===== config.mk =====
export PLATFORM = sky130hd
export DESIGN_NAME = fifo_pkt_rr_drain_flat
export DESIGN_NICKNAME = d
export VERILOG_FILES = /design/src/rtl/fifo_pkt_rr_drain_if.sv /design/src/rtl/fifo_pkt_rr_drain.sv /design/src/flat_wrapper.sv
export SDC_FILE = /design/constraint.sdc
export NUM_CORES = 1
export LEC_CHECK = 0
export BUFFER_PORTS_ARGS = -buffer_cell sky130_fd_sc_hd__buf_2
export CORE_MARGIN = 2
export CORE_UTILIZATION = 47
export DETAILED_ROUTE_END_ITERATION = 16
export PLACE_DENSITY_LB_ADDON = 0.15
export SKIP_LAST_GASP = 1
export SLEW_MARGIN = 20
export SYNTH_ARGS = -nofsm -noshare
export SYNTH_HDL_FRONTEND = slang
export SYNTH_SLANG_ARGS = --single-unit

===== constraint.sdc =====
create_clock -name m_clk -period 2.4 [get_ports m_clk]
set_clock_uncertainty 0.2 [all_clocks]
set_input_delay 0 -clock m_clk [delete_from_list [all_inputs] [get_ports m_clk]]
set_output_delay 0 -clock m_clk [all_outputs]
set_load 0.01 [all_outputs]

===== src/rtl/fifo_pkt_rr_drain_if.sv =====
// Output beat stream of the packet drain scheduler.
//   tvalid  beat valid (driven by master)
//   tready  downstream accept (driven by slave)
//   tdata   beat payload
//   tlast   last beat of the packet
//   tdest   index of the FIFO channel the beat came from
interface fifo_pkt_rr_drain_if #(
  parameter int DATA_WIDTH = 8,
  parameter int CH_W       = 2
);
  logic                  tvalid;
  logic                  tready;
  logic [DATA_WIDTH-1:0] tdata;
  logic                  tlast;
  logic [CH_W-1:0]       tdest;

  modport master (output tvalid, output tdata, output tlast, output tdest, input tready);
  modport slave  (input tvalid, input tdata, input tlast, input tdest, output tready);
endinterface


===== src/rtl/fifo_pkt_rr_drain.sv =====
// Read-side packet scheduler for N_CH FIFOs sharing one output stream.
// Grants one channel at a time in round-robin order, drains exactly one
// tlast-delimited packet from it, then re-arbitrates.
//   m_clk, m_rst_n  clock and asynchronous active-low reset
//   ch_en           per-channel arbitration enable
//   ch_empty        FIFO empty flags
//   ch_rd_en        FIFO read enables (at most one high)
//   ch_tdata        FIFO read data, channel i at [i*DATA_WIDTH +: DATA_WIDTH],
//                   valid the cycle after that channel's rd_en
//   ch_tlast        FIFO read tlast, same timing as ch_tdata
//   out             registered output stream tagged with source channel
//   busy            high while a packet is locked
//   pkt_done        one-cycle pulse with the tlast beat's out.tvalid rise
module fifo_pkt_rr_drain #(
  parameter int N_CH       = 4,
  parameter int DATA_WIDTH = 8,
  parameter int CH_W       = $clog2(N_CH)
) (
  input  logic                       m_clk,
  input  logic                       m_rst_n,
  input  logic [N_CH-1:0]            ch_en,
  input  logic [N_CH-1:0]            ch_empty,
  output logic [N_CH-1:0]            ch_rd_en,
  input  logic [N_CH*DATA_WIDTH-1:0] ch_tdata,
  input  logic [N_CH-1:0]            ch_tlast,
  fifo_pkt_rr_drain_if.master        out,
  output logic                       busy,
  output logic                       pkt_done
);

  typedef enum logic {IDLE = 1'b0, XFER = 1'b1} state_t;

  state_t                  state;
  logic [CH_W-1:0]         grant;
  logic [CH_W-1:0]         rr_ptr;
  logic                    rd_vld_p1;
  logic                    issue_p0;
  logic                    sel_empty;
  logic [DATA_WIDTH-1:0]   sel_data_p1;
  logic                    sel_last_p1;
  logic [CH_W:0]           pick;

  // Round-robin search starting one past ptr. Scanning from the far end and
  // overwriting leaves the nearest candidate, so no early exit is needed.
  // Result MSB flags that a candidate was found.
  function automatic logic [CH_W:0] rr_pick(input logic [N_CH-1:0] req,
                                            input logic [CH_W-1:0] ptr);
    logic [CH_W:0] res;
    int            idx;
    res = '0;
    for (int k = N_CH; k >= 1; k--) begin
      idx = (int'(ptr) + k) % N_CH;
      if (req[idx]) res = {1'b1, CH_W'(idx)};
    end
    return res;
  endfunction

  always_comb begin
    pick        = rr_pick(ch_en & ~ch_empty, rr_ptr);
    sel_empty   = 1'b1;
    sel_data_p1 = '0;
    sel_last_p1 = 1'b0;
    for (int i = 0; i < N_CH; i++) begin
      if (grant == CH_W'(i)) begin
        sel_empty   = ch_empty[i];
        sel_data_p1 = ch_tdata[i*DATA_WIDTH +: DATA_WIDTH];
        sel_last_p1 = ch_tlast[i];
      end
    end
  end

  // p0: read issue. Only one read in flight, and only when the output slot
  // is guaranteed free at capture time, so a beat can never be dropped.
  assign issue_p0 = (state == XFER) && !sel_empty && !rd_vld_p1 &&
                    (!out.tvalid || out.tready);

  always_comb begin
    ch_rd_en = '0;
    for (int i = 0; i < N_CH; i++) ch_rd_en[i] = issue_p0 && (grant == CH_W'(i));
  end

  always_ff @(posedge m_clk or negedge m_rst_n) begin
    if (!m_rst_n) begin
      state      <= IDLE;
      grant      <= '0;
      rr_ptr     <= CH_W'(N_CH - 1);
      rd_vld_p1  <= 1'b0;
      busy       <= 1'b0;
      pkt_done   <= 1'b0;
      out.tvalid <= 1'b0;
      out.tdata  <= '0;
      out.tlast  <= 1'b0;
      out.tdest  <= '0;
    end else begin
      pkt_done  <= 1'b0;
      rd_vld_p1 <= issue_p0;

      // p1: FIFO data returns and is captured into the output register.
      // A capture in the same cycle as an accept reloads and keeps tvalid high.
      if (rd_vld_p1) begin
        out.tdata  <= sel_data_p1;
        out.tlast  <= sel_last_p1;
        out.tdest  <= grant;
        out.tvalid <= 1'b1;
      end else if (out.tvalid && out.tready) begin
        out.tvalid <= 1'b0;
      end

      case (state)
        IDLE: begin
          if (pick[CH_W]) begin
            grant  <= pick[CH_W-1:0];
            rr_ptr <= pick[CH_W-1:0];
            state  <= XFER;
            busy   <= 1'b1;
          end
        end
        XFER: begin
          // Lock is released only by tlast; ch_en and ch_empty changes on the
          // granted channel merely stall reads.
          if (rd_vld_p1 && sel_last_p1) begin
            pkt_done <= 1'b1;
            state    <= IDLE;
            busy     <= 1'b0;
          end
        end
        default: state <= IDLE;
      endcase
    end
  end

endmodule


===== src/flat_wrapper.sv =====
// flat-port wrapper written by rule: the top's interface ports become plain ports
module fifo_pkt_rr_drain_flat 
#(
  parameter int N_CH       = 4,
  parameter int DATA_WIDTH = 8,
  parameter int CH_W       = $clog2(N_CH)
)
  (m_clk, m_rst_n, ch_en, ch_empty, ch_rd_en, ch_tdata, ch_tlast, busy, pkt_done, out_tvalid, out_tdata, out_tlast, out_tdest, out_tready);
  fifo_pkt_rr_drain_if #(.DATA_WIDTH(DATA_WIDTH), .CH_W(CH_W)) out_i ();
  input  logic m_clk;
  input  logic m_rst_n;
  input  logic [N_CH-1:0] ch_en;
  input  logic [N_CH-1:0] ch_empty;
  output logic [N_CH-1:0] ch_rd_en;
  input  logic [N_CH*DATA_WIDTH-1:0] ch_tdata;
  input  logic [N_CH-1:0] ch_tlast;
  output logic busy;
  output logic pkt_done;
  output wire logic [$bits(out_i.tvalid)-1:0] out_tvalid;
  output wire logic [$bits(out_i.tdata)-1:0] out_tdata;
  output wire logic [$bits(out_i.tlast)-1:0] out_tlast;
  output wire logic [$bits(out_i.tdest)-1:0] out_tdest;
  input wire logic [$bits(out_i.tready)-1:0] out_tready;
  assign out_tvalid = out_i.tvalid;
  assign out_tdata = out_i.tdata;
  assign out_tlast = out_i.tlast;
  assign out_tdest = out_i.tdest;
  assign out_i.tready = out_tready;
  fifo_pkt_rr_drain #(.N_CH(N_CH), .DATA_WIDTH(DATA_WIDTH), .CH_W(CH_W)) u_core (.m_clk(m_clk), .m_rst_n(m_rst_n), .ch_en(ch_en), .ch_empty(ch_empty), .ch_rd_en(ch_rd_en), .ch_tdata(ch_tdata), .ch_tlast(ch_tlast), .out(out_i), .busy(busy), .pkt_done(pkt_done));
endmodule

# ---- Word-level counts from Yosys, hierarchy flattened
# Index checks and enable logic that the tools add are counted.
dict set report word_totals {
  wordCells 89
  input_bits 47
  register_bits 20
}
dict set report op_classes {
  n_bitwise 7
  reduce_logical 21
  eq_ne 5
  mux 38
  order_cmp 4
  n_addsub 4
}
# cell count
set ops {}
lappend ops {{$mux 8} 4}
lappend ops {{$mux 1} 24}
lappend ops {{$lt 3x4->1 const B} 4}
lappend ops {{$mux 3} 4}
lappend ops {{$logic_and 1x1->1} 9}
lappend ops {{$bmux 1 s2} 4}
lappend ops {{$reduce_or 2->1} 4}
lappend ops {{$add 2x1->2 const B} 2}
lappend ops {{$add 2x2->2 const B} 2}
lappend ops {{$and 1x1->1 const A} 4}
lappend ops {{$and 4x4->4} 1}
lappend ops {{$eq 2x2->1 const B} 2}
lappend ops {{$not 4->4} 1}
lappend ops {{$pmux 1 s2} 2}
lappend ops {{$reduce_and 2->1} 2}
lappend ops {{$logic_not 1->1} 3}
lappend ops {{$eq 2x1->1 const B} 1}
lappend ops {{$logic_not 2->1} 1}
lappend ops {{$ne 2x1->1 const B} 1}
lappend ops {{$ne 2x2->1 const B} 1}
lappend ops {{$reduce_bool 2->1} 1}
lappend ops {{$logic_or 1x1->1} 1}
lappend ops {{$not 1->1} 1}

# ---- Longest topological paths before layout
dict set report depth {
  depth_word 12
  mapped_depth 5
  mapped_depth_nobuf 4
}

# ---- Least setup slack after synthesis
# No wires, ideal clock.
dict set report synth_timing {
  kind {register -> register}
  start {register u_core.grant[0]}
  end {register u_core.out.tdata[0]}
  path_slack_ns 0.767
  path_stages_with_launch 5
  n_path_buf 2
  arrival_time_ns 1.307
  synth_period_minus_slack_ns 1.633
  cell_sequence {dfrtp_1 -> buf_6 -> buf_8 -> mux4_2 -> mux2_4}
}
dict set report synth_via {
  elab_chain_cells 5
}
# element line_no
set synth_lines {}
lappend synth_lines {{start, declared} fifo_pkt_rr_drain.sv:34} ;# logic [CH_W-1:0] grant;
lappend synth_lines {{start signal, assigned} fifo_pkt_rr_drain.sv:112} ;# grant <= pick[CH_W-1:0];
lappend synth_lines {{$logic_not 2->1} fifo_pkt_rr_drain.sv:64} ;# if (grant == CH_W'(i)) begin
lappend synth_lines {{$mux 8 (3 in series)} fifo_pkt_rr_drain.sv:64}
lappend synth_lines {{$mux 8 (*)} fifo_pkt_rr_drain.sv:64}
lappend synth_lines {{end signal, assigned} fifo_pkt_rr_drain.sv:101} ;# out.tdata <= sel_data_p1;
lappend synth_lines {{end, declared} fifo_pkt_rr_drain_if.sv:17} ;# modport master (output tvalid, output tdata, output tlast, output tdest, input tready);
# Mark *: on every way between the ends. The rest lies on a longest branch, timed or not.
# A chain may end at the register's enable or synchronous reset.

# ---- Worst setup path in the final report
dict set report layout_timing {
  start {register u_core.grant[0]}
  end {register u_core.rd_vld_p1}
}
dict set report layout_via {
  elab_chain_cells 9
}
# element line_no
set layout_lines {}
lappend layout_lines {{$logic_not 2->1} fifo_pkt_rr_drain.sv:64}
lappend layout_lines {{$mux 1 (3 in series)} fifo_pkt_rr_drain.sv:64}
lappend layout_lines {{$mux 1 (*)} fifo_pkt_rr_drain.sv:64}
lappend layout_lines {{$logic_not 1->1 (*)} fifo_pkt_rr_drain.sv:74} ;# assign issue_p0 = (state == XFER) && !sel_empty && !rd_vld_p1 &&
lappend layout_lines {{$logic_and 1x1->1 (*) (3 in series)} fifo_pkt_rr_drain.sv:74}
lappend layout_lines {{via u_core.issue_p0} fifo_pkt_rr_drain.sv:37} ;# logic issue_p0;
lappend layout_lines {{end signal, assigned} fifo_pkt_rr_drain.sv:96} ;# rd_vld_p1 <= issue_p0;
lappend layout_lines {{end, declared} fifo_pkt_rr_drain.sv:36} ;# logic rd_vld_p1;
# Mark *: on every way through the listed nets, which the timed path passes. The rest lies on a longest branch.

==> results.md <==
- Status: finished, final reports clean
- Hpwl dp: about 2200 µm
- Synth warn: 0
- Complex-gate fraction of the synthesized area: a little under 10%
- DRT Pass-1 Iters: 4
- Fmax: approximately 460 MHz
- Worst rel slew slack: 44.6%
- Post-Synth Adder-Cell Area: 0%
- Dpl cell area: 1520 µm²
- CP Max Fanout: 16
- Placed cell count: 180
- Final hold vios: 0
- Mapped Area: 1200 µm²
- Placer Congestion: between 0.7 and 0.8
- Layout Cell Area excl Fill: roughly 2000 µm²
- Mean area per synthesized cell: between 10 and 15 µm²
- DRC: 0
- Worst R2R Start: u_core.grant[0]
- CTS Buf Count: 3
- Worst hold path class: in2async
- First-pass GRT wire length: 5870 µm
- Nets: around 250
- Reg area: around 500 µm²
- RSZ-0062 raised after global routing: false
- Arrival time worst endpoint: between 2 and 2.5 ns
- CTS HTree Levels: 1
- Initial cell density of the core: about 49%
- Reg-to-reg endpoint: u_core.rd_vld_p1
- Critical path class: reg2reg
- Vias per cell: between 5 and 6
- Sequential share of the synthesized area: between 40 and 50%
- Core Util, Final: 81.7%
- Syn Nets: between 100 and 150
- Number of global-route vias before repair: about 1300
- Root Buffer: clkbuf_4
- Global route total overflow: 0
- FF-to-FF path depth: 3
- Die width: around 54 µm
- Total GRT Usage: between 20 and 30%
- Synth Register Bits: 20
- Power Density: ~900 nW/µm²
- Reg2Reg Setup Slack: approximately 0.24 ns
- # Post-CTS Setup Buffers: 0
- P_leak: between 0.0009 and 0.001 µW
- Period utilisation layout: ~90%
- Area of the multi-input gates: 627 µm²
- Clk slew on worst S/H paths: between 0.1 and 0.15 ns
- Peak VDD IR: 0.699 mV
- Largest family of logic cells by synthesized area: multiplexers
- Critical Path RT: around 2.4 ns
- Setup TNS: 0 ns
- Final setup vio count: 0
- CTS tree: yes
- Die ar.: about 3000 µm²
- CP endpoint kind: flop
- ANT nets after route: 0
- Clk buf depth: 2
- Slew @ Worst Pin: between 0.8 and 0.9 ns
- Row cnt: 18
- Port Buffer Count: 64
- MaxCap Viol Count: 0
- Cells after Synth: 90
- P&R area growth vs syn: 67.7%
- Slew Limit Fails: 0
- Period minus WS final: between 2 and 2.5 ns
- Die H: between 50 and 60 µm
- DR WL/cell: roughly 17 µm
- Synth cell types: 32
- Post-Synth XOR/XNOR Area: 0%
- Launch point of the critical path: u_core.grant[0]
- Core area: 2450 µm²
- Startpoint types: flop
- # diodes: 0
- I/O pin total: 65
- Clk Latency, worst-skew pair: roughly 0.29 ns
- Total wire length: 4020 µm
- Vias: 1253
- Simple logic cell fraction of the synthesized area: under 10%
- Initial antenna violation count: 0
- Layout cells sized above 1: 43.5%
- Layout fillers: 138
- # clock sinks: 20
- Drt initial violations: 35
- Pin count of the biggest net entering global routing: 19
- Final Non-Filler Cells: 230
- Multiplexer area fraction after synthesis: 32.9%
## synthesized netlist by cell type (all sizes together)
master    n  area, µm²
dfrtp    18        450
mux2     12        146
mux4     10        248
inv       8       30.0
a21oi     5       25.0
buf       4       36.3
nand2b    3       18.8
nand3     3       15.0
o21ai     3       15.0
a31oi     2       12.5
a41oi     2       25.0
dfstp     2       52.6
nand2     2       7.51
nor2      2       7.51
nor3b     2       15.0
a2bb2oi   1       8.76
and2b     1       7.51
and3b     1       8.76
nor2b     1       6.26
nor3      1       5.00
nor4      1       6.26
nor4b     1       8.76
nor4bb    1       10.0
o211ai    1       7.51
o21a      1       7.51
o21bai    1       7.51
o31ai     1       7.51
## layout by cell type, fill, tap and decap left out, drive strengths merged, types with 2 or more instances in the layout
cell / instances
buf: 64
dlygate4sd3: 46
dfrtp: 18
mux2: 12
mux4: 10
inv: 8
a21oi: 5
clkbuf: 4
nand3: 3
nand2b: 3
o21ai: 3
nand2: 2
nor2: 2
nor3b: 2
a31oi: 2
dfstp: 2
a41oi: 2
## worst max path at each step
stage,to,slack (ns),depth (start not counted)
finish,u_core.rd_vld_p1,0.24,3
global placement,u_core.state,0.43,4
global route,u_core.rd_vld_p1,0.16,3
CTS,u_core.rd_vld_p1,0.03,3
floorplan,u_core.out.tdata[0],0.77,4
detailed placement,u_core.out.tdata[4],0.35,2
## metrics by stage
step                setup WS, ns  total power, µW  hold slack [ns]
floorplan                  0.767             1270           -0.496
global placement           0.426             1470           -0.232
detailed placement         0.349             1510           -0.232
CTS                       0.0341             1750          0.00694
global route               0.156             1920          0.00671
finish                     0.240             1800          0.00557
## state kept, by name (all words and copies together), names as in the netlist
register / cells
u_core.busy: 1
u_core.out.tdest: 2
u_core.out.tlast: 1
u_core.rd_vld_p1: 1
u_core.out.tvalid: 1
u_core.out.tdata: 8
u_core.pkt_done: 1
u_core.state: 1
u_core.grant: 2
u_core.rr_ptr: 2
## routing by layer
| layer | global-route usage [%] | vias to the layer above | wire, µm |
|---|---|---|---|
| met5 | 0 | - | 0 |
| met4 | 15.8 | 0 | 161 |
| met3 | 5.19 | 18 | 205 |
| met2 | 55.6 | 66 | 2200 |
| met1 | 31.1 | 597 | 1450 |
| li1 | - | 572 | - |
## report_power, final
part,switching (µW),internal (µW),total (µW)
clock network,101,64.6,166
registers,243,518,760
logic,335,538,873
total,678,1120,1800
## worst max-delay path, cell delays in order, from the launching register on
cell	delay, ns
dfrtp_2	0.62
mux4_1	0.61
dlygate4sd3_1	0.58
nor2_1	0.08
## final cells by class
| type | count | area share, % |
|---|---|---|
| flip-flops and latches | 20 | 25.1 |
| well taps | 30 | 1.87 |
| repair buffers | 110 | 38.9 |
| multi-input cells | 58 | 31.3 |
| clock buffers | 4 | 1.31 |
| inverters | 8 | 1.50 |
## repair_timing
item | 4_1_cts | 5_1_grt
endpoints found under the hold margin | 33 | 0
setup endpoints to repair | 0 | 1
hold buffers | 46 | 0
gates resized for setup | 0 | 1
## kinds of logic (layout without fill, tap and decap cells)
| kind of cell | Yosys count | in the layout |
|---|---|---|
| AO/OA/AOI/OAI | 17 | 17 |
| buffers and inverters | 12 | 122 |
| flip-flops | 20 | 20 |
| AND/OR/NAND/NOR | 19 | 19 |
| multiplexers | 22 | 22 |
Power figures use the tool's default switching activity.
